[src/rtl/pin_array_lane_seq.sv]
// Lane bank sequencer: staggers lane power-up, settles, then streams captured mid words over valid/ready.
// Optional build macro PIN_ARRAY_LANE_SEQ_PARITY_EN adds data_par (parity of each captured word).
module pin_array_lane_seq #(
   parameter  int NLANE      = 4,
   parameter  int SETTLE_CYC = 8,
   localparam int CNT_W      = $clog2(SETTLE_CYC + 1)
) (
   input  logic             clk,
   input  logic             rst,
   input  logic             start,
   input  logic             stop,
   output logic [NLANE-1:0] lane_en,
   input  logic [NLANE-1:0] mid,
   output logic [NLANE-1:0] data,
   output logic             valid,
   input  logic             ready,
   output logic             busy
`ifdef PIN_ARRAY_LANE_SEQ_PARITY_EN
   ,
   output logic             data_par
`endif
);

   typedef enum logic [2:0] {
      IDLE,
      RAMP,
      SETTLE,
      SAMPLE,
      HOLD,
      DOWN
   } state_t;

   localparam logic [CNT_W-1:0] CNT_LAST = CNT_W'(SETTLE_CYC - 1);

   state_t           state_q, state_d;
   logic [NLANE-1:0] lane_en_q, lane_en_d;
   logic [NLANE-1:0] data_q, data_d;
   logic [CNT_W-1:0] cnt_q, cnt_d;
   logic             stop_pend_q, stop_pend_d;
   logic             par_q, par_d;
   logic             stop_now;

   always_ff @(posedge clk) begin
      if (rst) begin
         state_q     <= IDLE;
         lane_en_q   <= '0;
         data_q      <= '0;
         cnt_q       <= '0;
         stop_pend_q <= 1'b0;
         par_q       <= 1'b0;
      end else begin
         state_q     <= state_d;
         lane_en_q   <= lane_en_d;
         data_q      <= data_d;
         cnt_q       <= cnt_d;
         stop_pend_q <= stop_pend_d;
         par_q       <= par_d;
      end
   end

   // The enable vector doubles as the lane index: ramp ends once it is all ones.
   always_comb begin
      state_d     = state_q;
      lane_en_d   = lane_en_q;
      data_d      = data_q;
      cnt_d       = cnt_q;
      stop_pend_d = stop_pend_q;
      par_d       = par_q;
      stop_now    = stop | stop_pend_q;

      if (state_q != IDLE && stop) begin
         stop_pend_d = 1'b1;
      end

      case (state_q)
         IDLE: begin
            if (start) begin
               lane_en_d = NLANE'(1);
               cnt_d     = '0;
               state_d   = (&lane_en_d) ? SETTLE : RAMP;
            end
         end
         RAMP: begin
            if (stop_now) begin
               lane_en_d = '0;
               state_d   = DOWN;
            end else if (cnt_q == CNT_LAST) begin
               cnt_d     = '0;
               lane_en_d = (lane_en_q << 1) | NLANE'(1);
               state_d   = (&lane_en_d) ? SETTLE : RAMP;
            end else begin
               cnt_d = cnt_q + CNT_W'(1);
            end
         end
         SETTLE: begin
            if (stop_now) begin
               lane_en_d = '0;
               state_d   = DOWN;
            end else if (cnt_q == CNT_LAST) begin
               cnt_d   = '0;
               state_d = SAMPLE;
            end else begin
               cnt_d = cnt_q + CNT_W'(1);
            end
         end
         SAMPLE: begin
            data_d  = mid;
            par_d   = ^mid;
            state_d = HOLD;
         end
         HOLD: begin
            // A pending stop waits for the handshake so the presented word is never lost.
            if (ready) begin
               if (stop_now) begin
                  lane_en_d = '0;
                  state_d   = DOWN;
               end else begin
                  state_d = SAMPLE;
               end
            end
         end
         DOWN: begin
            lane_en_d   = '0;
            cnt_d       = '0;
            stop_pend_d = 1'b0;
            state_d     = IDLE;
         end
         default: begin
            state_d = IDLE;
         end
      endcase
   end

   assign lane_en = lane_en_q;
   assign data    = data_q;
   assign valid   = (state_q == HOLD);
   assign busy    = (state_q != IDLE);

`ifdef PIN_ARRAY_LANE_SEQ_PARITY_EN
   assign data_par = par_q;
`else
   logic unusedPar;
   assign unusedPar = par_q;
`endif

endmodule

[config.mk]
export PLATFORM = sky130hd
export DESIGN_NAME = pin_array_lane_seq
export DESIGN_NICKNAME = d
export VERILOG_FILES = /design/src/rtl/pin_array_lane_seq.sv
export SDC_FILE = /design/constraint.sdc
export NUM_CORES = 1
export LEC_CHECK = 0
export ABC_AREA = 1
export BUFFER_PORTS_ARGS = -buffer_cell sky130_fd_sc_hd__buf_2
export CAP_MARGIN = 20
export CORE_MARGIN = 1
export CORE_UTILIZATION = 55
export CTS_BUF_LIST = sky130_fd_sc_hd__clkbuf_4
export DETAILED_ROUTE_END_ITERATION = 16
export PLACE_DENSITY = 0.8
export SETUP_SLACK_MARGIN = 0.4
export SYNTH_ARGS = -nofsm -noshare
export SYNTH_HDL_FRONTEND = slang
export SYNTH_SLANG_ARGS = --single-unit
[constraint.sdc]
create_clock -name clk -period 3.3 [get_ports clk]
set_clock_uncertainty 0.2 [all_clocks]
set_input_delay 0.66 -clock clk [delete_from_list [all_inputs] [get_ports clk]]
set_output_delay 0.66 -clock clk [all_outputs]
set_load 0.03 [all_outputs]
Word level (Yosys, flattened, before mapping)
Index checks and enable logic that the tools add are counted.

storage, ports and cells
  bits in registers = 16
  input port bits = 9
  output and inout bits = 10
  logic and storage cells = 48

cells by class
  eq/ne operators = 11
  multiplexer cells = 19
  add/subtract/negate cells = 1
  bitwise logic cells = 1
  reductions and logical operators = 11

operator list
  operator                                             count
  two-way mux 4 bit                                    8
  two-way mux 3 bit                                    7
  case mux 4 bit (5 select lines)                      1
  case mux 3 bit (5 select lines)                      1
  case mux 4 bit (3 select lines)                      1
  AND reduction 4 bit                                  2
  equality test 3 x 2 -> 1 bit, second input constant  2
  equality test 3 bit, second input constant           2
  != test 3 bit, second input constant                 2
  AND reduction 3 bit                                  2
  nonzero test 3 bit                                   2
  nonzero test 5 bit                                   1
  adder 4 x 1 -> 4 bit, second input constant          1
  equality test 4 x 3 -> 1 bit, second input constant  1
  != test 2 bit, second input constant                 2
  OR reduction 2 bit                                   2
  equality test 3 x 1 -> 1 bit, second input constant  1
  zero test 3 bit                                      1
  two-way mux 2 bit                                    1
  != test 2 x 1 -> 1 bit, second input constant        1
  logical AND 1 bit                                    1
  bitwise OR 1 bit                                     1

Logic depth before layout (Yosys ltp)
  depth in word-level cells = 5
  gate-level depth with buffers = 10
  depth with buffers taken out = 10

Worst setup path before layout
No wires, ideal clock.

  path type = input-to-reg
  start = input port stop
  end = register state_q[2]
  required time = 2.981 ns
  cell stages on the path = 8
  setup time = 0.119 ns
  arrival = 1.334 ns
  path buffers = 0
  setup slack = 1.647 ns
  cell sequence = nor2_4 inv_1 nor2_1 nand2_1 inv_2 nor2_4 nand2_1 a21oi_1

on the way
  cells in the longest elaborated chain, start to end = 4
  elaborated cells between the ends (all ways) = 9
  those cells by class = eq/ne (2); mux (5); bitwise (1); reduce/logical (1)

RTL lines
  what                             line  RTL
  from (decl)                      11    input logic stop,
  bitwise OR 1 bit (*)             69    stop_now = stop | stop_pend_q;
  two-way mux 3 bit                114   if (stop_now) begin
  two-way mux 3 bit                113   if (ready) begin
  case mux 3 bit (5 select lines)  75    case (state_q)
  to (signal assigned)             52    state_q <= state_d;
  to (decl)                        35    state_t state_q, state_d;

Mark *: on every way between the ends. The rest lies on a longest branch, timed or not. The select of a mux whose other input is x is not followed.
A chain may end at the register's enable or synchronous reset.

Final worst setup path
  start = register state_q[2]
  end = output port busy

on the way
  cells in the longest elaborated chain, start to end = 1

RTL lines
  what                line  RTL
  nonzero test 3 bit  137   assign busy = (state_q != IDLE);
  to (decl)           17    output logic busy

No other way between the ends.

==> metrics.md <==
| Metric | Value |
|---|---|
| Commonest non-fill, non-tap cells in the layout | 35 x nand2_1, 24 x nor2_1, 18 x buf_2 |
| Worst Hold Depth | 2 |
| Min-delay src | data[2] |
| Clock network power share | 0.151 |
| Post-DP HPWL | between 1000 and 1500 um |
| Sw Share | 0.4586 |
| Synthesized flop and latch total | 16 |
| Cells after Synth | 134 |
| Worst Max-Slew Pin Slew | approximately 340 ps |
| Via count | between 900 and 1000 |
| CP Launch Point | state_q[2] |
| R2R Setup Slk | about 1700 ps |
| Post-DRT Antenna Nets | 0 |
| Die height | ~42 um |
| Synth-to-layout area growth | 14.43% |
| # rows | 14 |
| Layout cells sized above 1 | 0.2323 |
| Dpl cell area | roughly 1000 um^2 |
| Async set-or-reset flop fraction in the synthesized netlist | 0 |
| Post-Syn Area | between 800 and 900 um^2 |
| Status | completed |
| Wirelength per Cell | around 11 um |
| Pin count of the biggest net entering global routing | 12 |
| P per Cell Area | between 600 and 700 nW/um^2 |
| Grt ovf | 0 |
| Drt via density | 5.345 |
| Drt pass-1 iters | 4 |
| Overall Global Routing Usage | 0.2220 |
| Placer Congestion | 0.8692 |
| Worst r2r src | state_q[1] |
| Final Hold Viols | 0 |
| Critical Path Fanout Max | 5 |
| Total negative slack | 0 ps |
| Die width | ~42 um |
| Final Cycle Share | 0.6376 |
| Leakage | about 0.52 nW |
| Post-route DRC | 0 |
| Fill cell count | 149 |
| Sequential element share of the synthesized area | 0.3585 |
| Worst Setup Start Kind | register |
| Syn_area_per_cell | roughly 6.7 um^2 |
| Clock transition at the registers of the reported paths | approximately 90 ps |
| Most common cell after layout, fill and taps aside | nand2_1 |
| Relative slew slack | 0.7744 |
| Post-CTS Setup Bufs | 0 |
| IO Pins | 19 |
| Peak supply drop | ~0.44 mV |
| Gate power share | 0.466 |
| P_int | ~370 uW |
| Worst hold path type | reg -> reg |
| Psw | approximately 320 uW |
| Port bufs | 18 |
| CP endpoint kind | output port |
| Worst Hold Path EP | data[2] |
| Synth Net Count | between 100 and 150 |
| Fin. max-slew vios | 0 |
| Critical Path RT | 2440 ps |
| Post-CTS sizing | 0 |
| Antenna diodes | 0 |
| Min Hold Slack | 283.8 ps |
| Total clock buffers created by CTS | 3 |
| Initial antenna violation count | 0 |
| Crit path DAT | 1240 ps |
| Crit Reg-Reg Endpoint | lane_en[2] |
| Flop pwr share | 0.384 |
| Yosys warns | 0 |
| Tmin final | 2104 ps |
| F_max | approximately 480 MHz |
| Total core area | between 1500 and 2000 um^2 |
| Hold_buf cts | 0 |
| Count of final setup violators | 0 |
| Netlist cell types | 18 |
| Final Non-Filler Cells | about 170 |
| Post-synth EDFFs | 0 |
| Clock Latency Late Sink | 280 ps |
| Initial Util | 0.5930 |
| # placed instances | between 150 and 200 |
| First-pass GRT wire length | around 3000 um |
| Unrepaired setup endpoints after global routing | false |
| Worst Reg-to-Reg Cells | 9 |
| Max-Cap Viols | 0 |
| Vias in the first global route | ~760 |
| Predominant post-synthesis flop cell | dfxtp_1 |
| CTS tree | yes |
| H-tree depth | 1 |
| Initial DRC count | 20 |
| Critical path type | reg -> out |
| # nets final | between 150 and 200 |
| Post-route design area | around 1000 um^2 |
| Routed WL | about 1900 um |
| Clk sinks | 16 |
| Root buf cell | clkbuf_4 |
| Clk buf depth | 2 |
| Die area | about 1800 um^2 |
-- worst max-delay path, cell delays in order (launching register included) --
cell     delay [ps]
dfxtp_1         530
nor2_4          100
nand2_1         120
buf_2           210
-- how the worst max path moves through the flow --
stage	endpoint	cells after the start
final	busy	3
after global routing	busy	3
after CTS	busy	3
after detailed placement	state_q[0]	9
after global placement	state_q[2]	9
after floorplan	state_q[2]	8
-- power by group through the flow --
stage	combinational, mW	sequential (mW)	clock, mW
6_report	0.322	0.265	0.104
3_3_place_gp	0.311	0.266	0
2_1_floorplan	0.221	0.292	0
3_5_place_dp	0.320	0.268	0
5_1_grt	0.356	0.269	0.114
4_1_cts	0.321	0.264	0.109
-- cells in the mapped netlist, types with 2 or more instances --
cell type / instances / area share
nand3_1: 10 / 0.056
nor2_4: 5 / 0.063
xor2_1: 2 / 0.020
a21oi_1: 8 / 0.045
inv_2: 2 / 0.0084
o21ai_0: 7 / 0.039
nand3_2: 2 / 0.022
dfxtp_1: 16 / 0.36
nor2_1: 24 / 0.10
nand2_2: 6 / 0.042
nand2_1: 35 / 0.15
inv_1: 11 / 0.046
-- metrics by stage --
| stage | setup slack (ps) | power [mW] | utilization |
|---|---|---|---|
| finish | 1196 | 0.6900 | 0.6786 |
| global route | 1122 | 0.7386 | 0.6786 |
| CTS | 1203 | 0.6938 | 0.6786 |
| detailed placement | 1383 | 0.5878 | 0.6611 |
| global placement | 1462 | 0.5765 | 0.6611 |
| floorplan | 1647 | 0.5132 | - |
-- per-layer routing --
layer	part of all wire	vias to the layer above	track usage
met3	0.047	6	0.03879
met1	0.44	411	0.2838
li1	-	466	-
met4	0.023	0	0.09375
met2	0.48	31	0.3662
met5	0	-	0
-- sequential cells by signal (all words and copies together) (netlist names) --
| register | cells |
|---|---|
| lane_en | 4 |
| data | 4 |
| stop_pend_q | 1 |
| cnt_q | 4 |
| state_q | 3 |
-- kinds of logic (layout without fill, tap and decap cells) --
group,count (synthesis),after routing,synth area share
compound gates,16,16,0.09244
simple gates,85,85,0.4524
flops,16,16,0.3585
xor+xnor,2,2,0.01961
fa+ha+maj,1,1,0.01400
buf+inv,14,35,0.06303
-- final cells by class --
type                            count  area (um^2)  area share
Inverter                           13        48.80     0.04774
Multi-Input combinational cell    104        516.7      0.5055
Clock inverter                      1        3.754    0.003672
Timing Repair Buffer               18        90.09     0.08813
Sequential cell                    16        320.3      0.3133
Tap cell                           16        20.02     0.01958
Clock buffer                        3        22.52     0.02203
(Power assumes the default switching activity.)
